===== src/rtl/seg7_pkg.sv =====
// Shared segment/code constants and select-decode helper for the 7-segment
// encoder and its receive-side scan decoder.
package seg7_pkg;

    localparam int unsigned SEG_W  = 7;
    localparam int unsigned CODE_W = 5;

    // Active-low segment patterns, bit0=a .. bit6=g
    localparam logic [SEG_W-1:0] SEG_0     = 7'b1000000;
    localparam logic [SEG_W-1:0] SEG_1     = 7'b1111001;
    localparam logic [SEG_W-1:0] SEG_2     = 7'b0100100;
    localparam logic [SEG_W-1:0] SEG_3     = 7'b0110000;
    localparam logic [SEG_W-1:0] SEG_4     = 7'b0011001;
    localparam logic [SEG_W-1:0] SEG_5     = 7'b0010010;
    localparam logic [SEG_W-1:0] SEG_6     = 7'b0000010;
    localparam logic [SEG_W-1:0] SEG_7     = 7'b1111000;
    localparam logic [SEG_W-1:0] SEG_8     = 7'b0000000;
    localparam logic [SEG_W-1:0] SEG_9     = 7'b0011000;
    localparam logic [SEG_W-1:0] SEG_A     = 7'b0001000;
    localparam logic [SEG_W-1:0] SEG_B     = 7'b0000011;
    localparam logic [SEG_W-1:0] SEG_C     = 7'b1000110;
    localparam logic [SEG_W-1:0] SEG_D     = 7'b0100001;
    localparam logic [SEG_W-1:0] SEG_E     = 7'b0000110;
    localparam logic [SEG_W-1:0] SEG_F     = 7'b0001110;
    localparam logic [SEG_W-1:0] SEG_BLANK = 7'b1111111;

    localparam logic [CODE_W-1:0] CODE_BLANK = 5'h10;
    localparam logic [CODE_W-1:0] CODE_ERR   = 5'h1F;

    typedef struct packed {
        logic       valid;
        logic [2:0] idx;
    } selInfo_t;

    // Index of the single low bit in an 8-bit active-low select; valid only if exactly one is low.
    function automatic selInfo_t onehot_low_idx(input logic [7:0] sel);
        selInfo_t   info;
        logic [3:0] zeros;
        info  = '0;
        zeros = 4'd0;
        for (int unsigned i = 0; i < 8; i++) begin
            if (!sel[i]) begin
                zeros    = zeros + 4'd1;
                info.idx = 3'(i);
            end
        end
        info.valid = (zeros == 4'd1);
        return info;
    endfunction

endpackage


===== src/rtl/seg7_inv_lut.sv =====
// Inverse of the 7-segment encoder LUT: active-low pattern to hex/blank/error code.
module seg7_inv_lut
    import seg7_pkg::*;
(
    input  logic [SEG_W-1:0]  pattern,
    output logic [CODE_W-1:0] code_c
);

    always_comb begin
        code_c = CODE_ERR;
        case (pattern)
            SEG_0:     code_c = 5'h00;
            SEG_1:     code_c = 5'h01;
            SEG_2:     code_c = 5'h02;
            SEG_3:     code_c = 5'h03;
            SEG_4:     code_c = 5'h04;
            SEG_5:     code_c = 5'h05;
            SEG_6:     code_c = 5'h06;
            SEG_7:     code_c = 5'h07;
            SEG_8:     code_c = 5'h08;
            SEG_9:     code_c = 5'h09;
            SEG_A:     code_c = 5'h0A;
            SEG_B:     code_c = 5'h0B;
            SEG_C:     code_c = 5'h0C;
            SEG_D:     code_c = 5'h0D;
            SEG_E:     code_c = 5'h0E;
            SEG_F:     code_c = 5'h0F;
            SEG_BLANK: code_c = CODE_BLANK;
            default:   code_c = CODE_ERR;
        endcase
    end

endmodule


===== src/rtl/seg7_scan_decoder.sv =====
// Recovers per-digit codes from a multiplexed active-low 7-segment bus,
// committing a pattern only after it has been stable for STABLE_CYC samples.
module seg7_scan_decoder
    import seg7_pkg::*;
#(
    parameter int unsigned DIGITS     = 4,
    parameter int unsigned STABLE_CYC = 4
) (
    input  logic                       iCLK,
    input  logic                       iRST,
    input  logic [SEG_W-1:0]           iSEG,
    input  logic [DIGITS-1:0]          iDIG_SEL,
    output logic [CODE_W*DIGITS-1:0]   oDIG,
    output logic [DIGITS-1:0]          oVALID,
    output logic [DIGITS-1:0]          oERR,
    output logic                       oUPD,
    output logic [2:0]                 oUPD_IDX
);

    localparam int unsigned SLOT_W   = (DIGITS > 1) ? $clog2(DIGITS) : 1;
    localparam logic [7:0]  STAB_MAX = 8'(STABLE_CYC);

    logic [SEG_W-1:0]  sSeg, pSeg;
    logic [DIGITS-1:0] sSel, pSel;
    logic [7:0]        stabCnt, cntNext;
    logic [7:0]        selPad;
    selInfo_t          selInfo;
    logic [SLOT_W-1:0] slot;
    logic              pairSame;
    logic              commit;
    logic              codeChanged;
    logic [CODE_W-1:0] decCode;
    logic [CODE_W-1:0] digMem [DIGITS];

    seg7_inv_lut uInvLut (
        .pattern (sSeg),
        .code_c  (decCode)
    );

    // Stability counter and single-shot commit detection on the sampled pair
    always_comb begin
        selPad = '1;
        for (int unsigned i = 0; i < DIGITS; i++) begin
            selPad[i] = sSel[i];
        end
        selInfo  = onehot_low_idx(selPad);
        slot     = SLOT_W'(selInfo.idx);
        pairSame = (sSeg == pSeg) && (sSel == pSel);

        if (!selInfo.valid) begin
            cntNext = 8'd0;
        end else if (!pairSame) begin
            cntNext = 8'd1;
        end else if (stabCnt >= STAB_MAX) begin
            cntNext = STAB_MAX;
        end else begin
            cntNext = stabCnt + 8'd1;
        end

        commit      = (cntNext == STAB_MAX) && (stabCnt != STAB_MAX);
        codeChanged = (digMem[slot] != decCode) || !oVALID[slot];
    end

    always_ff @(posedge iCLK) begin
        if (iRST) begin
            sSeg     <= SEG_BLANK;
            pSeg     <= SEG_BLANK;
            sSel     <= '1;
            pSel     <= '1;
            stabCnt  <= 8'd0;
            oVALID   <= '0;
            oERR     <= '0;
            oUPD     <= 1'b0;
            oUPD_IDX <= 3'd0;
            for (int unsigned i = 0; i < DIGITS; i++) begin
                digMem[i] <= CODE_BLANK;
            end
        end else begin
            sSeg    <= iSEG;
            sSel    <= iDIG_SEL;
            pSeg    <= sSeg;
            pSel    <= sSel;
            stabCnt <= cntNext;
            oUPD    <= 1'b0;
            if (commit) begin
                digMem[slot] <= decCode;
                oVALID[slot] <= 1'b1;
                oERR[slot]   <= (decCode == CODE_ERR);
                if (codeChanged) begin
                    oUPD     <= 1'b1;
                    oUPD_IDX <= selInfo.idx;
                end
            end
        end
    end

    for (genvar k = 0; k < DIGITS; k++) begin : gDigOut
        assign oDIG[CODE_W*k +: CODE_W] = digMem[k];
    end

endmodule


===== config.mk =====
export PLATFORM = sky130hd
export DESIGN_NAME = seg7_scan_decoder
export DESIGN_NICKNAME = d
export VERILOG_FILES = /design/src/rtl/seg7_pkg.sv /design/src/rtl/seg7_inv_lut.sv /design/src/rtl/seg7_scan_decoder.sv
export SDC_FILE = /design/constraint.sdc
export NUM_CORES = 1
export LEC_CHECK = 0
export BUFFER_PORTS_ARGS = -buffer_cell sky130_fd_sc_hd__buf_2
export CAP_MARGIN = 0
export CORE_MARGIN = 10
export CORE_UTILIZATION = 45
export CTS_CLUSTER_DIAMETER = 50
export DETAILED_ROUTE_END_ITERATION = 10
export PLACE_DENSITY = 0.72
export SETUP_SLACK_MARGIN = 0.05
export SYNTH_ARGS = -nofsm -noshare
export SYNTH_HDL_FRONTEND = slang
export SYNTH_SLANG_ARGS = --single-unit

===== constraint.sdc =====
create_clock -name iCLK -period 7.6 [get_ports iCLK]
set_input_delay 0.76 -clock iCLK [delete_from_list [all_inputs] [get_ports iCLK]]
set_output_delay 0.76 -clock iCLK [all_outputs]
set_load 0.02 [all_outputs]

==> metrics.csv, run 1 <==
metric;value;unit
Crit Reg-Reg Startpoint;sSel[1]$_SDFF_PP1_;
proportion of total power due to net switching;23.8;%
number of gates resized after cts;0;
reg-to-reg slack, setup;3.92;ns
power dissipated by switching net loads;0.000183;W
Hold/Removal Path Class;flop to flop;
effective utilization at floorplan;46.8;%
synthesized area;2990;µm²
Worst Slack Setup Final;3.92;ns
total congestion overflow;0;
Slowest-stage cell, CP;sky130_fd_sc_hd__dfxtp_1;
total setup violations reported at the end of the flow;0;
top-level port count;45;
most repeated library cell on the critical path;sky130_fd_sc_hd__ha_1;
critical path fanouts, max;11;
remaining antenna violation count after routing;0;
flip-flop cell with the highest count after synthesis;sky130_fd_sc_hd__dfxtp_1;
Comb pwr share;8.7;%
total count of hold-check failures in the final report;0;
Netlist cell types;52;
number of hold buffers added after cts;0;
half-perimeter wire length after detailed placement;5180;µm
all-layer global routing usage;13.8;%
drt first-iter violations;156;
hold path cells;2;
proportion of layout cells with a drive suffix above 1;24.4;%
list of cells traversed by the critical path;inv_1 > ha_1 > xnor2_1 > ha_1 > or4_1 > o21ai_2 > o311ai_4 > or2_0 > or3_4 > or3_1;
count of fill cells added during filler insertion;600;
Synth warnings;0;
PortBufs;43;
first-pass iteration count of the detailed router;7;
number of nets in the layout;373;
Post-CTS Setup Repair Bufs;0;
clock network latency to the later pin of the worst-skew pair;0.34;ns
data arrival time at the worst-slack endpoint;3.78;ns
sequential standard cell area;1420;µm²
sequential element share of the synthesized area;47.6;%
H-tree lvl count;3;
clk_skew;0.00885;ns
clock tree from TritonCTS;yes;
global-route wire length before repair;11200;µm
diodes inserted;0;
cells on worst reg2reg path;10;
placeable core region;6390;µm²
number of pins with negative max-slew slack in the final report;0;
max frequency;0.271;GHz
Avg Vias per Cell;5.40;
setup TNS after final layout;0;ns
final period demand of the worst path;3.68;ns
RSZ-0062 raised after global routing;no;
worst flop-to-flop path endpoint;digMem[1][4]$_SDFFCE_PN1P_;
count of flip-flops with a built-in enable after synthesis;20;
Synth Area per Inst;9.40;µm²
Post-Place Setup Slack;3.94;ns
clock share of power;44.1;%
Total Die Area;10300;µm²
Maximum Capacitance Violations;0;
WS Path Type;flop to flop;
critical path endpoint;digMem[1][4]$_SDFFCE_PN1P_;
Crit path required time;7.69;ns
clk root buf;sky130_fd_sc_hd__clkbuf_8;
total CTS buffers;9;
count of standard-cell rows;29;
remaining routing DRC violations;0;
horizontal extent of the die;102;µm
die height;102;µm
Routed WL;6990;µm
power consumption;0.000770;W
number of global-route vias before repair;2328;
number of gates on the worst path with buffers counted;10;
average routed wire per standard cell;16.0;µm
initial antenna violation count;0;
area of combinational cells with multiple inputs;1440;µm²
largest incremental delay on the critical path;0.61;ns
status;finished, final reports clean;
synth-to-layout area growth;15.8;%
share of synthesized flip-flops with an asynchronous set or reset;0;%
flip-flop and latch count after synthesis;61;
Worst-Margin Slew;0.788;ns
cell class contributing the biggest share of worst-path delay;simple AND/OR/NAND/NOR gates;
leakage power;1.42;nW
via count;2360;
number of buffers and inverters on the critical path;1;
clock-pin slew of the registers on the worst-case setup and hold paths;0.07;ns
Mapped Cells;318;
total power per unit cell area;222;nW/µm²
critical path launch point;sSel[1]$_SDFF_PP1_;
relative max-transition margin;47.0;%
sort of element at the start of the critical path;flop;
maximum ir drop on the vdd rail;0.177;mV
maximum number of pins on one net before global-route repair;40;
cell internal pwr;0.000587;W
final worst path period share;48.5;%
RD Place Congestion;0.929;
sequential share of power;47.2;%
element type at the critical path end;flop;
Num Clock Sinks;61;
deepest clock path buffer count;2;
## stage by stage
stage | hold WS (ns) | cells | util (%) | area [µm²]
finish | 0.461 | 437 | 54.2 | 3460
floorplan | 0.493 | 323 | - | 3010
global placement | 0.453 | 421 | 50.4 | 3220
detailed placement | 0.450 | 421 | 50.4 | 3220
global route | 0.496 | 437 | 54.2 | 3460
CTS | 0.460 | 437 | 54.2 | 3460
## layer usage
metal	wire length, µm	vias up	GRT usage (%)
li1	-	1172	-
met1	3050	1106	17.1
met2	3420	74	21.4
met3	447	8	4.49
met4	79	0	5.68
met5	0	-	0
## logic make-up (layout without fill, tap and decap cells)
family,count (synthesis),after routing,share of synthesized area [%]
and+or+nand+nor,143,143,25.6
DFF,61,61,47.6
AOI/OAI and AO/OA,46,46,11.3
buffers and inverters,35,72,5.06
xor gates and xnor gates,19,19,5.57
muxes,8,8,2.68
adders and majority gates,5,5,2.09
other,1,6,0.125
## Yosys cell counts (3+ instances only)
cell type | number | area [µm²]
sky130_fd_sc_hd__nor4_1 | 5 | 31.3
sky130_fd_sc_hd__dfxtp_1 | 41 | 821
sky130_fd_sc_hd__edfxtp_1 | 20 | 601
sky130_fd_sc_hd__mux2i_1 | 8 | 80.1
sky130_fd_sc_hd__nand2b_1 | 8 | 50.1
sky130_fd_sc_hd__xor2_1 | 16 | 140
sky130_fd_sc_hd__xnor2_1 | 3 | 26.3
sky130_fd_sc_hd__nand3_1 | 8 | 40.0
sky130_fd_sc_hd__a21oi_1 | 11 | 55.1
sky130_fd_sc_hd__nor2b_1 | 10 | 62.6
sky130_fd_sc_hd__buf_2 | 10 | 50.1
sky130_fd_sc_hd__or3_1 | 3 | 18.8
sky130_fd_sc_hd__ha_1 | 5 | 62.6
sky130_fd_sc_hd__a31oi_1 | 5 | 31.3
sky130_fd_sc_hd__nand2_1 | 14 | 52.6
sky130_fd_sc_hd__inv_1 | 12 | 45.0
sky130_fd_sc_hd__a221oi_1 | 3 | 26.3
sky130_fd_sc_hd__nand4_1 | 3 | 18.8
sky130_fd_sc_hd__nor4b_1 | 3 | 26.3
sky130_fd_sc_hd__a211oi_1 | 3 | 22.5
sky130_fd_sc_hd__clkbuf_1 | 9 | 33.8
sky130_fd_sc_hd__or2_2 | 23 | 144
sky130_fd_sc_hd__o21ai_0 | 6 | 30.0
sky130_fd_sc_hd__nor3_1 | 11 | 55.1
sky130_fd_sc_hd__nor2_1 | 42 | 158
## how the worst min path moves through the flow
stage	from	to	slack, ns
after global placement	oUPD_IDX[1]$_SDFFE_PP0P_	oUPD_IDX[1]$_SDFFE_PP0P_	0.45
final	oUPD_IDX[1]$_SDFFE_PP0P_	oUPD_IDX[1]$_SDFFE_PP0P_	0.46
after global routing	oUPD_IDX[0]$_SDFFE_PP0P_	oUPD_IDX[0]$_SDFFE_PP0P_	0.50
after detailed placement	oUPD_IDX[1]$_SDFFE_PP0P_	oUPD_IDX[1]$_SDFFE_PP0P_	0.45
after floorplan	sSel[0]$_SDFF_PP1_	pSel[0]$_SDFF_PP1_	0.49
after CTS	oUPD_IDX[1]$_SDFFE_PP0P_	oUPD_IDX[1]$_SDFFE_PP0P_	0.46
## power groups by stage
stage	sequential, W	clock [W]	combinational, W
finish	0.000363	0.000340	0.0000672
global route	0.000365	0.000362	0.0000737
CTS	0.000363	0.000345	0.0000671
detailed placement	0.000370	0	0.0000668
global placement	0.000370	0	0.0000651
floorplan	0.000363	0	0.0000551
## flip-flops by register name (all words and copies together) (netlist names)
signal / count
digMem: 20
stabCnt: 8
pSeg: 7
sSeg: 7
oERR: 4
oVALID: 4
pSel: 4
sSel: 4
oUPD_IDX: 2
oUPD: 1
## cell type report
class / count / share of cell area [%]
multi-input combinational: 227 / 41.5
sequential: 61 / 41.1
timing repair buffer: 44 / 6.43
clock buffer: 11 / 4.70
tap: 77 / 2.78
clock inverter: 5 / 2.28
inverter: 12 / 1.30
## cell usage in the layout, fill, tap and decap left out, types with 3 or more instances in the layout
cell and n:
sky130_fd_sc_hd__buf_2 43, sky130_fd_sc_hd__nor2_1 42, sky130_fd_sc_hd__dfxtp_1 41, sky130_fd_sc_hd__or2_2 23
sky130_fd_sc_hd__edfxtp_1 20, sky130_fd_sc_hd__xor2_1 16, sky130_fd_sc_hd__nand2_1 14, sky130_fd_sc_hd__inv_1 12
sky130_fd_sc_hd__a21oi_1 11, sky130_fd_sc_hd__nor3_1 11, sky130_fd_sc_hd__nor2b_1 10, sky130_fd_sc_hd__clkbuf_8 10
sky130_fd_sc_hd__nand3_1 8, sky130_fd_sc_hd__nand2b_1 8, sky130_fd_sc_hd__mux2i_1 8, sky130_fd_sc_hd__o21ai_0 6
sky130_fd_sc_hd__conb_1 6, sky130_fd_sc_hd__nor4_1 5, sky130_fd_sc_hd__a31oi_1 5, sky130_fd_sc_hd__ha_1 5
sky130_fd_sc_hd__xnor2_1 3, sky130_fd_sc_hd__nand4_1 3, sky130_fd_sc_hd__nor4b_1 3, sky130_fd_sc_hd__or3_1 3
sky130_fd_sc_hd__a221oi_1 3, sky130_fd_sc_hd__a211oi_1 3
## worst register-to-register path, cell delays in order, from the launching register on
cell and delay [ns]:
sky130_fd_sc_hd__dfxtp_1 0.61, sky130_fd_sc_hd__inv_1 0.12, sky130_fd_sc_hd__ha_1 0.32, sky130_fd_sc_hd__xnor2_1 0.26
sky130_fd_sc_hd__ha_1 0.28, sky130_fd_sc_hd__or4_1 0.52, sky130_fd_sc_hd__o21ai_2 0.11, sky130_fd_sc_hd__o311ai_4 0.17
sky130_fd_sc_hd__or2_0 0.33, sky130_fd_sc_hd__or3_4 0.42, sky130_fd_sc_hd__or3_1 0.30
Note: power is estimated with default switching activity, not from simulation.
==> run 2: changes to the inputs <==
--- a/config.mk
+++ b/config.mk
@@ -11,7 +11,7 @@
 export CORE_UTILIZATION = 45
 export CTS_CLUSTER_DIAMETER = 50
 export DETAILED_ROUTE_END_ITERATION = 10
-export PLACE_DENSITY = 0.72
+export PLACE_DENSITY = 0.75
 export SETUP_SLACK_MARGIN = 0.05
 export SYNTH_ARGS = -nofsm -noshare
 export SYNTH_HDL_FRONTEND = slang
==> constraint.sdc (replaced) <==
create_clock -name iCLK -period 3.1 [get_ports iCLK]
set_input_delay 0.31 -clock iCLK [delete_from_list [all_inputs] [get_ports iCLK]]
set_output_delay 0.31 -clock iCLK [all_outputs]
set_load 0.02 [all_outputs]
==> run 2 against run 1 <==
Routed wire length is 1.1% higher; global-route usage is 0.20 points lower; clock power grew 110%; first-iteration DRC count rose by 32%; sequential power up 140%; clock skew rose by 0.0054 ns; final area up 5.3%; combinational power grew to 3.3 times the previous value; critical path depth unchanged; setup slack worse by 3.9 ns; highest routed layer unchanged.
==> metrics.csv, run 2 (synthesis results as in run 1) <==
metric;value;unit;change
status;finished, final reports clean;;
Maximum Capacitance Violations;0;;unchanged
placeable core region;6390;µm²;unchanged
Worst Slack Setup Final;0.0480;ns;-3.87 ns
average routed wire per standard cell;15.4;µm;-3.5%
initial antenna violation count;0;;unchanged
sort of element at the start of the critical path;flop;;
synth-to-layout area growth;22.0;%;
total power per unit cell area;494;nW/µm²;+120%
cells on worst reg2reg path;10;;unchanged
largest incremental delay on the critical path;0.52;ns;-0.09 ns
largest register by flop count;digMem;;
die height;102;µm;unchanged
Total Die Area;10300;µm²;unchanged
critical path fanouts, max;5;;-6
PortBufs;43;;unchanged
list of cells traversed by the critical path;inv_2 > ha_4 > xnor2_4 > ha_4 > or4_4 > o21ai_4 > o311ai_4 > or2_1 > or3_4 > or3_1;;
instance area after placement;3360;µm²;+4.5%
remaining routing DRC violations;0;;unchanged
number of global-route vias before repair;2285;;-1.8%
RSZ-0062 raised after global routing;yes;;
maximum number of pins on one net before global-route repair;40;;unchanged
remaining antenna violation count after routing;0;;unchanged
via count;2514;;+6.5%
final period demand of the worst path;3.05;ns;-0.633 ns
number of hold buffers added after cts;0;;unchanged
horizontal extent of the die;102;µm;unchanged
endpoint of the worst hold path;sSeg[4]$_SDFF_PP1_;;
clock tree from TritonCTS;yes;;
total CTS buffers;9;;unchanged
commonest non-fill, non-tap cell in the layout;sky130_fd_sc_hd__buf_2;;
total count of hold-check failures in the final report;0;;unchanged
final worst path period share;98.5;%;+50 points
count of fill cells added during filler insertion;552;;-8.0%
total instance count after detailed placement;437;;+3.8%
clock-pin slew of the registers on the worst-case setup and hold paths;0.06;ns;about the same
Worst-Margin Slew;0.651;ns;-0.137 ns
number of pins with negative max-slew slack in the final report;0;;unchanged
Crit Reg-Reg Startpoint;sSel[1]$_SDFF_PP1_;;
proportion of layout cells with a drive suffix above 1;30.7;%;+6.3 points
max frequency;0.328;GHz;+21%
clk_skew;0.0142;ns;+0.00536 ns
count of standard-cell rows;29;;unchanged
origin of the worst min-delay path;iSEG[4];;
biggest registers after layout;digMem: 20 flops, stabCnt: 8 flops;;
relative max-transition margin;56.2;%;+9.2 points
diodes inserted;0;;unchanged
all-layer global routing usage;13.6;%;-0.20 points
Avg Vias per Cell;5.49;;+1.6%
reg-to-reg slack, setup;0.05;ns;-3.87 ns
Post-Place Setup Slack;-0.0534;ns;-4.00 ns
RD Place Congestion;0.937;;+0.86%
WS Path Type;flop to flop;;
half-perimeter wire length after detailed placement;5270;µm;+1.7%
clk root buf;sky130_fd_sc_hd__clkbuf_8;;
commonest cells after routing, fill and taps aside;sky130_fd_sc_hd__buf_2 (43), sky130_fd_sc_hd__nor2_1 (42), sky130_fd_sc_hd__dfxtp_1 (38);;
element type at the critical path end;flop;;
number of nets in the layout;394;;+5.6%
deepest clock path buffer count;2;;unchanged
total non-filler cell area in the finished layout;3650;µm²;+5.3%
number of flip-flops in the largest register;20;;unchanged
clock network latency to the later pin of the worst-skew pair;0.34;ns;about the same
worst flop-to-flop path endpoint;digMem[1][4]$_SDFFCE_PN1P_;;
global-route wire length before repair;11100;µm;-1.0%
top-level port count;45;;unchanged
Hold/Removal Path Class;input pin to flop;;
total setup violations reported at the end of the flow;0;;unchanged
Slowest-stage cell, CP;sky130_fd_sc_hd__or4_4;;
data arrival time at the worst-slack endpoint;3.13;ns;-0.65 ns
Crit path required time;3.17;ns;-4.52 ns
H-tree lvl count;3;;unchanged
Num Clock Sinks;61;;unchanged
effective utilization at floorplan;46.8;%;unchanged
most repeated library cell on the critical path;sky130_fd_sc_hd__ha_4;;
hold path cells;2;;unchanged
first-pass iteration count of the detailed router;5;;-2
fin util;57.1;%;+2.9 points
leakage power;1.50;nW;+6.0%
non-filler cells in the finished layout;458;;+4.8%
drt first-iter violations;206;;+32%
total congestion overflow;0;;unchanged
Routed WL;7070;µm;+1.1%
maximum ir drop on the vdd rail;0.383;mV;+120%
==> run 2: how the worst max path moves through the flow <==
stage	depth (start not counted)	slack (ns)	end	start
final	10	0.05	digMem[1][4]$_SDFFCE_PN1P_	sSel[1]$_SDFF_PP1_
after global routing	10	-0.02	digMem[1][4]$_SDFFCE_PN1P_	sSel[1]$_SDFF_PP1_
after CTS	11	0.06	digMem[1][4]$_SDFFCE_PN1P_	sSel[0]$_SDFF_PP1_
after detailed placement	11	-0.05	digMem[1][4]$_SDFFCE_PN1P_	sSel[0]$_SDFF_PP1_
after global placement	11	0.04	digMem[1][4]$_SDFFCE_PN1P_	sSel[0]$_SDFF_PP1_
after floorplan	13	-0.09	digMem[1][4]$_SDFFCE_PN1P_	sSel[1]$_SDFF_PP1_
==> run 2: where the power goes <==
part / switching [W] / leakage, nW / total, W / internal [W]
Sequential: 0.0000223 / 0.533 / 0.000873 / 0.000850
Clock: 0.000293 / 0.102 / 0.000705 / 0.000412
Combinational: 0.000128 / 0.865 / 0.000223 / 0.0000950
==> run 2: what timing repair did <==
item                                    in CTS  in global routing
buffers inserted                             2                  3
pin swaps                                    2                  6
endpoints found under the setup margin       1                  6
hold endpoints to repair                     0                  0
gates resized for setup                      3                  6
==> run 2: per-layer routing <==
layer / share of wire (%) / vias to the layer above / track usage [%]
met1: 43 / 1185 / 17.0
met5: 0 / - / 0
met2: 48 / 94 / 21.3
li1: - / 1220 / -
met3: 7.6 / 15 / 3.81
met4: 2.0 / 0 / 6.00
==> run 2: per-stage QoR <==
step / TNS [ns] / total power (W) / hold WS [ns]
floorplan: -0.0878 / 0.00103 / 0.414
CTS: 0 / 0.00180 / 0.142
detailed placement: -0.0534 / 0.00109 / 0.465
global route: -0.0189 / 0.00187 / 0.148
finish: 0 / 0.00180 / 0.158
global placement: 0 / 0.00109 / 0.449
==> run 2: cell type report <==
type                       count  area [µm²]  area share, %
clock buffer                  12         155           4.26
clock inverter                 4        47.5           1.30
inverter                      12        45.0           1.24
multi-input combinational    227        1490           41.0
sequential                    61        1430           39.2
tap                           77        96.3           2.64
timing repair buffer          65         380           10.4
==> run 2: critical path: cells and delay by family, from the launching register on <==
kind	cells	cell delay [ns]
buffers and inverters	1	0.05
XOR/XNOR	1	0.22
AO/OA/AOI/OAI	2	0.20
flip-flops	1	0.36
adder cells (fa/ha/maj)	2	0.49
AND/OR/NAND/NOR	4	1.49
